<file path="config.mk">
export PLATFORM = sky130hd
export DESIGN_NAME = rr_grant_arbiter
export DESIGN_NICKNAME = d
export VERILOG_FILES = /design/src/rtl/rr_grant_arbiter.sv
export SDC_FILE = /design/constraint.sdc
export NUM_CORES = 1
export LEC_CHECK = 0
export CORE_MARGIN = 1.5
export CORE_UTILIZATION = 49
export CTS_BUF_LIST = sky130_fd_sc_hd__clkbuf_16
export DETAILED_ROUTE_END_ITERATION = 16
export PLACE_DENSITY = 0.73
export SKIP_LAST_GASP = 1
export SLEW_MARGIN = 20
export SYNTH_ARGS = -nofsm -noshare
export SYNTH_HDL_FRONTEND = slang
export SYNTH_SLANG_ARGS = --single-unit
</file>
<file path="constraint.sdc">
create_clock -name clk -period 2.67 [get_ports clk]
set_input_delay 0.534 -clock clk [delete_from_list [all_inputs] [get_ports clk]]
set_output_delay 0.534 -clock clk [all_outputs]
set_load 0.01 [all_outputs]
</file>
<file path="src/rtl/rr_grant_arbiter.sv">
// rtl/rr_grant_arbiter.sv - four-way round-robin arbiter with hold-time limit
module rr_grant_arbiter #(
   parameter int HOLD_MAX = 8
) (
   input  logic       clk,
   input  logic       rst,
   input  logic [3:0] req,
   output logic [3:0] gnt,
   output logic [1:0] gnt_idx,
   output logic       gnt_valid,
   output logic       expired
);

   typedef enum logic {IDLE, GRANT} state_e;

   // Last hold_cnt value before the owner is forced off (HOLD_MAX=256 -> 255).
   localparam logic [7:0] HOLD_LAST = 8'(HOLD_MAX - 1);

   state_e      state_q, state_d;
   logic [1:0]  last_q, last_d;
   logic [7:0]  hold_cnt_q, hold_cnt_d;
   logic [3:0]  gnt_q, gnt_d;
   logic [1:0]  gnt_idx_q, gnt_idx_d;
   logic        expired_q, expired_d;

   logic        win_found;
   logic [1:0]  win_idx;

   // Returns {found, index}: first set request starting just after 'last',
   // so 'last' itself is examined at the very end (lowest priority).
   function automatic logic [2:0] rr_pick(input logic [3:0] r, input logic [1:0] last);
      logic [2:0] res;
      logic [1:0] cand;
      res = 3'b000;
      for (int i = 4; i >= 1; i--) begin
         cand = last + 2'(i);
         if (r[cand]) res = {1'b1, cand};
      end
      return res;
   endfunction

   // In GRANT, last_q is the current owner, so one search serves both states.
   always_comb begin
      {win_found, win_idx} = rr_pick(req, last_q);
   end

   // Next-state logic: arbitration on idle, release and hold-limit handling on grant.
   always_comb begin
      state_d    = state_q;
      last_d     = last_q;
      hold_cnt_d = hold_cnt_q;
      gnt_d      = gnt_q;
      gnt_idx_d  = gnt_idx_q;
      expired_d  = 1'b0;
      case (state_q)
         IDLE: begin
            if (win_found) begin
               state_d    = GRANT;
               gnt_d      = 4'b0001 << win_idx;
               gnt_idx_d  = win_idx;
               last_d     = win_idx;
               hold_cnt_d = 8'd0;
            end
         end
         GRANT: begin
            if (!req[last_q] || hold_cnt_q == HOLD_LAST) begin
               // Voluntary release wins over the limit, so expiry needs req still high.
               expired_d  = req[last_q];
               hold_cnt_d = 8'd0;
               if (win_found) begin
                  gnt_d     = 4'b0001 << win_idx;
                  gnt_idx_d = win_idx;
                  last_d    = win_idx;
               end else begin
                  state_d   = IDLE;
                  gnt_d     = 4'b0000;
                  gnt_idx_d = 2'd0;
               end
            end else begin
               hold_cnt_d = hold_cnt_q + 8'd1;
            end
         end
         default: state_d = IDLE;
      endcase
   end

   // State and output registers; reset clears outputs without waiting for a clock.
   always_ff @(posedge clk or posedge rst) begin
      if (rst) begin
         state_q    <= IDLE;
         last_q     <= 2'd3;
         hold_cnt_q <= 8'd0;
         gnt_q      <= 4'b0000;
         gnt_idx_q  <= 2'd0;
         expired_q  <= 1'b0;
      end else begin
         state_q    <= state_d;
         last_q     <= last_d;
         hold_cnt_q <= hold_cnt_d;
         gnt_q      <= gnt_d;
         gnt_idx_q  <= gnt_idx_d;
         expired_q  <= expired_d;
      end
   end

   assign gnt       = gnt_q;
   assign gnt_idx   = gnt_idx_q;
   assign gnt_valid = (state_q == GRANT);
   assign expired   = expired_q;

endmodule

</file>
; ---- After elaboration in Yosys (flattened, before gate mapping)
; Cells that the tools add are included.
; W data, S select, Z words.
[op_classes]
add_sub_neg = 4
mul = 0
n_div = 0
n_lt_le_gt_ge = 4
n_eq_ne = 3
shift = 1
n_mux = 31
bitwise = 1
reduce_logical = 3
[op_table]
columns = operator, count
row1 = $mux W8, 2
row2 = $pmux W8 S2, 1
row3 = $lt A2 B3 Y1 const B, 4
row4 = $mux W3, 4
row5 = $mux W4, 3
row6 = $mux W2, 5
row7 = $add A8 B1 Y8 const B, 1
row8 = $bmux W1 S2, 4
row9 = $eq A8 B3 Y1 const B, 1
row10 = $mux W1, 8
row11 = $pmux W2 S2, 2
row12 = $pmux W4 S2, 1
row13 = $add A2 B2 Y2 const B, 2
row14 = $shl A1 B2 Y4 const A, 1
row15 = $add A2 B1 Y2 const B, 1
row16 = $ne A2 B1 Y1 const B, 1
row17 = $ne A2 B2 Y1 const B, 1
row18 = $pmux W1 S2, 1
row19 = $reduce_and A2 Y1, 1
row20 = $logic_not A1 Y1, 1
row21 = $logic_or A1 B1 Y1, 1
row22 = $not A1 Y1, 1
[totals]
register_bits = 18
latch_bits = 0
ramBits = 0
romBits = 0
in_bits = 6
output_inout_bits = 8
elab_cells = 53
mem_count = 0

; ---- Logic depth before layout (Yosys ltp)
[logic_depth]
depth_word = 10
ltp_mapped = 7
ltp_nobuf = 5

; ---- Worst setup path after synthesis
; Ideal clock, no wire load.
[synth_path]
kind = register to register
startpoint = register hold_cnt_q[6]
endpoint = register hold_cnt_q[0]
setup_ns = 0.125
t_arrival_ns = 1.851
t_required_ns = 2.545
setup_slack_ns = 0.695
path_stages_with_launch = 7
path_buffers = 2
synth_period_minus_slack_ns = 1.975
path_cell_list = dfrtp_1 > or4_1 > or3_1 > buf_6 > and2_4 > buf_6 > mux2_2
[synth_via]
elab_chain_len = 4
[synth_lines]
columns = item, line_no
row1 = from (decl), 21  ; logic [7:0] hold_cnt_q, hold_cnt_d;
row2 = from (signal assigned), 99  ; hold_cnt_q <= hold_cnt_d;
row3 = $eq A8 B3 Y1, 66  ; if (!req[last_q] || hold_cnt_q == HOLD_LAST) begin
row4 = $logic_or A1 B1 Y1, 66
row5 = $mux W8, 66
row6 = $pmux W8 S2, 55  ; case (state_q)
; No other way between the ends.
; A chain may end at the register's enable or synchronous reset.

; ---- Worst setup path after layout
[layout_path]
startpoint = register hold_cnt_q[6]
endpoint = register last_q[0]
[layout_via]
elab_chain_len = 3
[layout_lines]
columns = item, line_no
row1 = $eq A8 B3 Y1, 66
row2 = $logic_or A1 B1 Y1, 66
row3 = $ne A2 B1 Y1 (no source line), -
row4 = to (signal assigned), 98  ; last_q <= last_d;
row5 = to (decl), 20  ; logic [1:0] last_q, last_d;
; No other way between the ends.

==> flow_metrics.env <==
export IMPL_rows=15
export IMPL_reg2reg_depth=4
export IMPL_yosys_warnings=0
export IMPL_critical_path_endpoint="last_q[0]"
export IMPL_grt_util_met1=0.290
export IMPL_grt_max_degree=19
export IMPL_setup_violations_final=0
export IMPL_p_int_mw=0.806
export IMPL_slowest_delay_ps=520
export IMPL_ys_ff_latch=18
export IMPL_track_usage=0.201
export IMPL_synth_adder_area_share=0.0130
export IMPL_fin_setup_tns_ps=0
export IMPL_worstSetupStartpoint="hold_cnt_q[6]"
export IMPL_worst_slew_pin_slew_ps=682
export IMPL_r2r_start="hold_cnt_q[6]"
export IMPL_grt_pass1_vias=706
export IMPL_io_pins=14
export IMPL_fp_dieArea_um2=2250
export IMPL_syn2layout_area_growth_pct=23.7
export IMPL_postCtsSetupBuffers=0
export IMPL_syn_area_um2=966
export IMPL_clkPwrFrac=0.252
export IMPL_drive_above_1_share=0.162
export IMPL_cp_cell_sequence="or4_1 -> or3_1 -> a21boi_2 -> mux2_2"
export IMPL_clk_pin_slew_worst_paths_ps=50
export IMPL_die_y_um=47.4
export IMPL_rsz0062_at_grt="false"
export IMPL_fin_crit_ps=2150
export IMPL_p_seq_frac=0.349
export IMPL_busiest_layer="met2"
export IMPL_p_comb_frac=0.399
export IMPL_synth_xor_area_frac=0.00907
export IMPL_cp_num_buf_inv=0
export IMPL_final_antenna_net_count=0
export IMPL_yosysMostFrequentCell="dfrtp_1"
export IMPL_drt_wl_total_um=1930
export IMPL_max_freq_ghz=0.465
export IMPL_whs_ps=499
export IMPL_path_delay_family="simple AND/OR/NAND/NOR gates"
export IMPL_min_path_type="reg -> reg"
export IMPL_relSlewSlack=0.545
export IMPL_antenna_found_initial=0
export IMPL_vias=784
export IMPL_fp_dieW_um=47.4
export IMPL_h_tree_depth=1
export IMPL_grt_met2_usage=0.305
export IMPL_grt_pass1_wl_um=3210
export IMPL_p_switching_mw=0.385
export IMPL_syn_inst=95
export IMPL_root_buffer="clkbuf_16"
export IMPL_p_per_area_nw_per_um2=997
export IMPL_cts_made_buffers=3
export IMPL_initial_core_util=0.542
export IMPL_switching_share=0.323
export IMPL_nets=119
export IMPL_ff2ff_setup_slack_ps=520
export IMPL_period_share=0.805
export IMPL_synth_top_area_cell="dfrtp_1"
export IMPL_clk_latency_ps=250
export IMPL_place_congestion=0.782
export IMPL_hold_viol_final=0
export IMPL_cts_sinks=18
export IMPL_cp_slowest_cell="or4_1"
export IMPL_synth_nets=102
export IMPL_drt_first_pass_iters=4
export IMPL_io_buffer_count=13
export IMPL_via_per_inst=5.76
export IMPL_synth_ff_type="dfrtp_1"
export IMPL_synth_compound_area_frac=0.190
export IMPL_cts_hold_buf=0
export IMPL_peakVddDrop_v=0.000650
export IMPL_path_depth=4
export IMPL_ys_seq_area_frac=0.469
export IMPL_nFillCells=146
export IMPL_async_flop_share=1.00
export IMPL_final_core_util=0.670
export IMPL_drv_cap=0
export IMPL_rr_endpoint="last_q[0]"
export IMPL_detail_route_wl_per_cell_um=14.2
export IMPL_required_ps=2840
export IMPL_drtIter0Drc=14
export IMPL_fin_skew_ps=3.99
export IMPL_cp_data_arrival_time_ps=2320
export IMPL_p_leak_nw=0.517
export IMPL_cts_resized=0
export IMPL_grt_overflow=0
export IMPL_cts_tree="built"
export IMPL_placed_cells=132
export IMPL_synth_area_leaders="dfrtp_1 41%, dfstp_2 5.4%, mux2i_1 4.1%, a22o_1 3.6%, nand3_1 3.6%"
export IMPL_synth_edf_count=0
export IMPL_instances_no_fill=136
export IMPL_met3_usage=0.0462
export IMPL_yosysTopAreaCellShare=0.415
export IMPL_critical_path_max_fanout=9
export IMPL_ys_types=33
export IMPL_critical_path_class="reg -> reg"
export IMPL_critPathLaunchType="register"
export IMPL_muxShareOfSynthArea=0.0648
export IMPL_cts_max_path_buffers=2
export IMPL_dp_hpwl_um=1320
export IMPL_antennaDiodeCount=0
export IMPL_synth_top_family_by_area="simple AND/OR/NAND/NOR gates"
export IMPL_status="finished clean"
export IMPL_total_power_mw=1.19
export IMPL_drc_errors=0
export IMPL_netlist_top_cells_count="16 x dfrtp_1, 7 x nand3_1, 6 x inv_1, 6 x nand2_1"
export IMPL_slew_violations=0
export IMPL_yosys_area_share_simple=0.203
export IMPL_crit_path_end_kind="register"
export IMPL_coreArea_um2=1780
export IMPL_syn_avg_cell_area_um2=10.2
-- area by class of cell --
type / count / area (µm²) / area share
Clock inverter: 1 / 3.75 / 0.00314
Sequential cell: 18 / 453 / 0.379
Timing Repair Buffer: 15 / 145 / 0.121
Inverter: 6 / 22.5 / 0.0188
Clock buffer: 3 / 75.1 / 0.0628
Tap cell: 25 / 31.3 / 0.0262
Multi-Input combinational cell: 68 / 464 / 0.388
-- worst register-to-register path, delay by kind of cell, from the launching register on --
kind | cells | cell delay [ps]
mux | 1 | 370
simple gates | 2 | 990
compound gates | 1 | 310
flops | 1 | 410
-- kinds of logic after synthesis --
| family | count (synthesis) |
|---|---|
| and+or+nand+nor | 37 |
| DFF | 18 |
| muxes | 6 |
| AOI/OAI and AO/OA | 23 |
| xor gates and xnor gates | 1 |
| adders and majority gates | 1 |
| buffers and inverters | 9 |
-- cells in the final DEF (no fill, tap or decap), types with 2 or more instances in the layout --
cell type / n
a22o_1: 4
clkdlybuf4s50_1: 13
o22ai_1: 3
o211ai_1: 2
nand2b_1: 3
mux2i_1: 4
clkbuf_16: 3
nor2_1: 5
nor3_1: 5
a21oi_1: 3
dfstp_2: 2
buf_4: 2
nand2_1: 6
inv_1: 6
a31o_2: 2
mux2_2: 2
or3_1: 2
or4_1: 2
o32ai_1: 3
or2_2: 2
nor2b_1: 2
dfrtp_1: 16
nand3_1: 7
-- through the flow --
| step | instance area [µm²] | setup slack (ps) |
|---|---|---|
| final | 1190 | 521 |
| after global routing | 1190 | 464 |
| after CTS | 1190 | 523 |
| after detailed placement | 1120 | 390 |
| after global placement | 1120 | 430 |
| after floorplan | 966 | 695 |
-- how the worst min path moves through the flow --
stage / startpoint / endpoint / slack (ps) / cells past startpoint
6_report: gnt_idx[1] / gnt_idx[1] / 500 / 1
5_1_grt: gnt_idx[1] / gnt_idx[1] / 500 / 1
4_1_cts: gnt_idx[1] / gnt_idx[1] / 500 / 1
3_5_place_dp: gnt_idx[1] / gnt_idx[1] / 480 / 1
3_3_place_gp: gnt_idx[1] / gnt_idx[1] / 490 / 1
2_1_floorplan: rst / expired / 470 / 1
-- registers in the layout (all words and copies together) (netlist names) --
register,cells
gnt_idx,2
gnt,4
last_q,2
hold_cnt_q,8
gnt_valid,1
expired,1
-- layer usage --
layer / up-vias / share of wire
li1: 386 / -
met1: 384 / 0.51
met2: 12 / 0.45
met3: 2 / 0.027
met5: - / 0
met4: 0 / 0.0052
-- power by group through the flow --
| stage | clock network (mW) | registers [mW] | logic, mW |
|---|---|---|---|
| final | 0.300 | 0.416 | 0.475 |
| after global routing | 0.315 | 0.424 | 0.521 |
| after CTS | 0.301 | 0.416 | 0.474 |
| after detailed placement | 0 | 0.420 | 0.468 |
| after global placement | 0 | 0.416 | 0.467 |
| after floorplan | 0 | 0.425 | 0.321 |
Note: power is estimated with default switching activity, not from simulation.
